==> src/rtl/sync_link_pkg.sv <==
// Shared definitions for the 1101-sync serial link (transmitter and detector).
package sync_link_pkg;

   typedef enum logic [1:0] {
      IDLE = 2'd0,
      SYNC = 2'd1,
      DATA = 2'd2,
      GAP  = 2'd3
   } tx_state_t;

   localparam logic [3:0]  SYNC_PATTERN = 4'b1101;
   localparam int unsigned SYNC_LEN     = 4;

   // Phase counter width: enough for the longest phase, plus one bit of headroom.
   function automatic int unsigned cnt_width(input int unsigned width, input int unsigned gap);
      int unsigned m;
      m = SYNC_LEN;
      if (width > m) m = width;
      if (gap > m)   m = gap;
      return $clog2(m) + 1;
   endfunction

endpackage

==> src/rtl/phase_counter.sv <==
// Loadable down-counter with zero flag; sequences the SYNC/DATA/GAP phases.
module phase_counter #(
   parameter int unsigned CW = 4
) (
   input  logic          clk,
   input  logic          rst_n,
   input  logic          load,
   input  logic [CW-1:0] load_val,
   input  logic          dec,
   output logic [CW-1:0] count,
   output logic          zero
);

   always_ff @(posedge clk or negedge rst_n) begin
      if (!rst_n)
         count <= '0;
      else if (load)
         count <= load_val;
      else if (dec && !zero)
         count <= count - CW'(1);
   end

   assign zero = (count == '0);

endmodule

==> src/rtl/sync_frame_tx.sv <==
// Frame transmitter: accepts a word on valid/ready and emits 1101, the word MSB-first,
// then GAP_LEN zeros, one bit per clock on a registered serial line.
module sync_frame_tx
   import sync_link_pkg::*;
#(
   parameter int unsigned WIDTH   = 8,
   parameter int unsigned GAP_LEN = 2
) (
   input  logic             clk,
   input  logic             rst_n,
   input  logic [WIDTH-1:0] in_data,
   input  logic             in_valid,
   output logic             in_ready,
   output logic             sout,
   output logic             busy,
   output logic             tx_done
);

   localparam int unsigned CW = cnt_width(WIDTH, GAP_LEN);

   tx_state_t        state, state_n;
   logic [WIDTH-1:0] sreg, sreg_n;
   logic             sout_n, busy_n, done_n;
   logic             load, dec, zero;
   logic [CW-1:0]    load_val, count;

   assign in_ready = (state == IDLE);

   phase_counter #(.CW(CW)) u_cnt (
      .clk      (clk),
      .rst_n    (rst_n),
      .load     (load),
      .load_val (load_val),
      .dec      (dec),
      .count    (count),
      .zero     (zero)
   );

   // Outputs are registered, so this block computes the bit for the *next* cycle
   // from the state being entered and the counter value it will hold.
   always_comb begin
      state_n  = state;
      sreg_n   = sreg;
      sout_n   = 1'b0;
      done_n   = 1'b0;
      load     = 1'b0;
      load_val = '0;
      dec      = 1'b0;
      unique case (state)
         IDLE: begin
            if (in_valid) begin
               state_n  = SYNC;
               sreg_n   = in_data;
               load     = 1'b1;
               load_val = CW'(SYNC_LEN - 1);
               sout_n   = SYNC_PATTERN[SYNC_LEN-1];
            end
         end
         SYNC: begin
            if (zero) begin
               state_n  = DATA;
               load     = 1'b1;
               load_val = CW'(WIDTH - 1);
               sout_n   = sreg[WIDTH-1];
               done_n   = (WIDTH == 1);
            end else begin
               dec    = 1'b1;
               sout_n = SYNC_PATTERN[count[1:0] - 2'd1];
            end
         end
         DATA: begin
            sreg_n = sreg << 1;
            if (zero) begin
               if (GAP_LEN == 0) begin
                  state_n = IDLE;
               end else begin
                  state_n  = GAP;
                  load     = 1'b1;
                  load_val = CW'(GAP_LEN) - CW'(1);
               end
            end else begin
               dec    = 1'b1;
               sout_n = sreg_n[WIDTH-1];
               done_n = (count == CW'(1));
            end
         end
         GAP: begin
            if (zero)
               state_n = IDLE;
            else
               dec = 1'b1;
         end
         default: state_n = IDLE;
      endcase
      busy_n = (state_n != IDLE);
   end

   always_ff @(posedge clk or negedge rst_n) begin
      if (!rst_n) begin
         state   <= IDLE;
         sreg    <= '0;
         sout    <= 1'b0;
         busy    <= 1'b0;
         tx_done <= 1'b0;
      end else begin
         state   <= state_n;
         sreg    <= sreg_n;
         sout    <= sout_n;
         busy    <= busy_n;
         tx_done <= done_n;
      end
   end

endmodule

==> config.mk <==
export PLATFORM = sky130hd
export DESIGN_NAME = sync_frame_tx
export DESIGN_NICKNAME = d
export VERILOG_FILES = /design/src/rtl/sync_link_pkg.sv /design/src/rtl/phase_counter.sv /design/src/rtl/sync_frame_tx.sv
export SDC_FILE = /design/constraint.sdc
export NUM_CORES = 1
export LEC_CHECK = 0
export ABC_CLOCK_PERIOD_IN_PS = 5600
export CAP_MARGIN = 25
export CORE_MARGIN = 5
export CORE_UTILIZATION = 50
export DETAILED_ROUTE_END_ITERATION = 8
export PLACE_DENSITY = 0.85
export SLEW_MARGIN = 20
export SYNTH_ARGS = -nofsm -noshare
export SYNTH_HDL_FRONTEND = slang
export SYNTH_HIERARCHICAL = 1
export SYNTH_SLANG_ARGS = --single-unit
export TNS_END_PERCENT = 20
==> constraint.sdc <==
create_clock -name clk -period 5.6 [get_ports clk]
set_input_delay 1.12 -clock clk [delete_from_list [all_inputs] [get_ports clk]]
set_output_delay 1.12 -clock clk [all_outputs]
set_load 0.005 [all_outputs]
==> impl_metrics.json <==
{
  "clk_pin_slew_ps": 100,
  "critPathBufInv": 2,
  "drc": 0,
  "synth_edf_count": 0,
  "syn_area_per_cell_um2": 9.33,
  "cp_top_family": "buffers and inverters",
  "initial_core_util_pct": 51.6,
  "postCtsSetupBuffers": 0,
  "finClkSkew_ps": 7.61,
  "tightest_slew_ps": 793,
  "final-setup-viol-count": 0,
  "ant_nets": 0,
  "track_usage_pct": 15.3,
  "dp_hpwl_mm": 1.67,
  "relSlewSlack_pct": 47.0,
  "min_path_cells": 1,
  "synth.distinct_cells": 35,
  "syn_nets": 139,
  "yosys_most_used_dff": "dfrtp_1",
  "yosysTopAreaCell": "dfrtp_1",
  "synth-simple-area-share_pct": 23.0,
  "yosysWarnings": 6,
  "synth_top_family_by_area": "simple AND/OR/NAND/NOR gates",
  "fmax_mhz": 313,
  "synthArstFlopShare_pct": 100,
  "crit_arrival_ps": 2080,
  "whs_endpoint": "sreg[7]",
  "reg2reg_from": "u_cnt/count[0]",
  "cp.required_ps": 4480,
  "grt_start_max_net_pins": 22,
  "ff2ff_path_depth": 7,
  "critical_path_class": "reg2out",
  "synth_most_common_cell": "dfrtp_1",
  "nets": 150,
  "hold_buffers": 0,
  "reg2reg_to": "u_cnt/count[3]",
  "drtIter0Drc": 31,
  "coreArea_mm2": 0.00217,
  "min_period_ps": 3200,
  "hold_viol": 0,
  "num_io_pins": 15,
  "first_pass_iters": 4,
  "crit_chain": "inv_1, ha_1, clkdlybuf4s50_1",
  "switchingPower_uw": 260,
  "synth-seq-cells": 17,
  "die_h_um": 57.3,
  "die_w_um": 57.3,
  "power_frac_comb_pct": 53.4,
  "num_vias": 907,
  "clockBufferDepth": 2,
  "total_power_uw": 630,
  "numCtsBuffers": 3,
  "yosys-mux-area-fraction_pct": 0,
  "finalCoreUtilization_pct": 58.3,
  "powerDensity_mw_per_mm2": 498,
  "numClockSinks": 17,
  "grt_pass1_vias": 868,
  "grt_pass1_wl_mm": 4.02,
  "maxSlewViolCount": 0,
  "synth_top_area_share_pct": 38.0,
  "outcome": "finished, final reports clean",
  "power.leakage_uw": 0.000561,
  "area_delta_synth_final_pct": 13.0,
  "drive_gt1_share_pct": 6.15,
  "antennaDiodeCount": 0,
  "ff2ff_setup_slack_ps": 2920,
  "globalplace.congestion": 0.818,
  "end_kind": "output pin",
  "viasPerCell": 5.74,
  "synth_xor_area_share_pct": 0,
  "cts_root_buffer": "clkbuf_4",
  "netlist_instances": 120,
  "cts-resized-gates": 0,
  "hp-start": "sreg[7]",
  "maxCapViolations": 0,
  "port_buffers": 14,
  "htree_num_levels": 1,
  "cts_tree": "built",
  "min_path_type": "reg2reg",
  "synthAdderAreaFrac_pct": 8.94,
  "yosysSeqAreaShare_pct": 38.0,
  "rsz0062_at_grt": "false",
  "synth.area.top_cells": "dfrtp_1 38%, ha_1 8.9%, a221o_1 7.2%, a21oi_1 5.8%, nand2b_1 4.5%",
  "tns_ps": 0,
  "slowest_stage": "clkdlybuf4s50_1",
  "clkPwrFrac_pct": 10.3,
  "critical-path-max-stage-delay_ps": 620,
  "seqPwrFrac_pct": 36.3,
  "intPower_uw": 369,
  "drt-wirelength-per-cell_um": 14.3,
  "clk_latency_ps": 290,
  "path_max_fanout": 21,
  "overflow": 0,
  "drt_wl_total_mm": 2.26,
  "critPathLaunchType": "register",
  "ir_drop_uv": 273,
  "dieArea_mm2": 0.00329,
  "synth-compound-area-share_pct": 22.0,
  "row_count": 17,
  "yosys-top-cells-count": "17 x dfrtp_1, 13 x a21oi_1, 10 x nand2_1",
  "antenna_found_initial": 0,
  "period_share_pct": 57.1,
  "syn_area_mm2": 0.00112,
  "switching_share_pct": 41.4
}
## final cells by class
cell class | count | area, um^2
well taps | 28 | 35.0
clock buffers | 4 | 26.3
multi-input cells | 87 | 608
inverters | 8 | 30.0
flip-flops and latches | 17 | 425
fillers | 203 | 905
repair buffers | 14 | 140
## sequential cells by signal (all words and copies together), names as in the netlist
| signal | count |
|---|---|
| sout | 1 |
| tx_done | 1 |
| busy | 1 |
| sreg | 8 |
| state | 2 |
| u_cnt/count | 4 |
## worst max-delay path by stage
stage | slack (ps) | endpoint | cells after the start | startpoint
floorplan | 3310 | u_cnt/count[1] | 6 | in_valid
global placement | 2480 | u_cnt/count[3] | 5 | in_valid
detailed placement | 2410 | u_cnt/count[3] | 5 | in_valid
CTS | 2400 | in_ready | 3 | state[0]
global route | 2270 | in_ready | 3 | state[0]
finish | 2400 | in_ready | 3 | state[0]
## layer usage
layer	routed length [um]	global-route usage, %
met5	0	0
met4	22	5.30
met3	45	2.26
met1	1090	21.2
met2	1100	24.5
## worst register-to-register path: stages, from the launching register on
cell	delay, ps
dfrtp_1	460
inv_1	90
ha_1	200
nor3b_2	660
nand2_1	120
a21oi_1	580
nor3_1	110
a221o_1	340
## power groups by stage
stage          registers (uW)  clock network, uW  logic [uW]
6_report                  229               64.9         336
2_1_floorplan             217                  0         272
3_5_place_dp              231                  0         335
5_1_grt                   239               75.3         381
3_3_place_gp              226                  0         319
4_1_cts                   228               69.2         338
## kinds of logic after synthesis
logic type,count (synthesis)
and+or+nand+nor,43
adders and majority gates,8
AOI/OAI and AO/OA,35
buffers and inverters,16
DFF,17
other,1
## through the flow
step	hold WS [ps]	instances	cell area (um^2)	worst slack [ps]
global placement	501	154	1240	2480
finish	543	158	1260	2400
global route	574	158	1260	2270
floorplan	470	120	1120	3310
detailed placement	521	154	1240	2410
CTS	545	158	1260	2400
## placed cells by master, fill, tap and decap left out
master,synthesis,final
dfrtp_1,17,17
clkdlybuf4s50_1,0,14
a21oi_1,13,13
nand2_1,10,10
inv_1,8,8
nand2b_1,8,8
a221o_1,8,8
ha_1,8,8
nand3_1,7,7
o21ai_0,6,6
nor3_1,3,3
clkbuf_4,0,3
nor2_1,2,2
nor2b_2,2,2
a2bb2oi_1,1,1
nor2b_1,1,1
or3_1,1,1
o311ai_1,1,1
o311ai_0,1,1
nand3b_1,1,1
a31oi_1,1,1
a21bo_1,1,1
nand4b_1,1,1
and3_1,1,1
clkbuf_1,2,1
nor3b_2,1,1
nor4b_2,1,1
nor3b_1,1,1
conb_1,1,1
and4b_1,1,1
or4_1,1,1
o211ai_2,1,1
o21a_1,1,1
or2b_1,1,1
o31a_1,1,1
(Power assumes the default switching activity.)
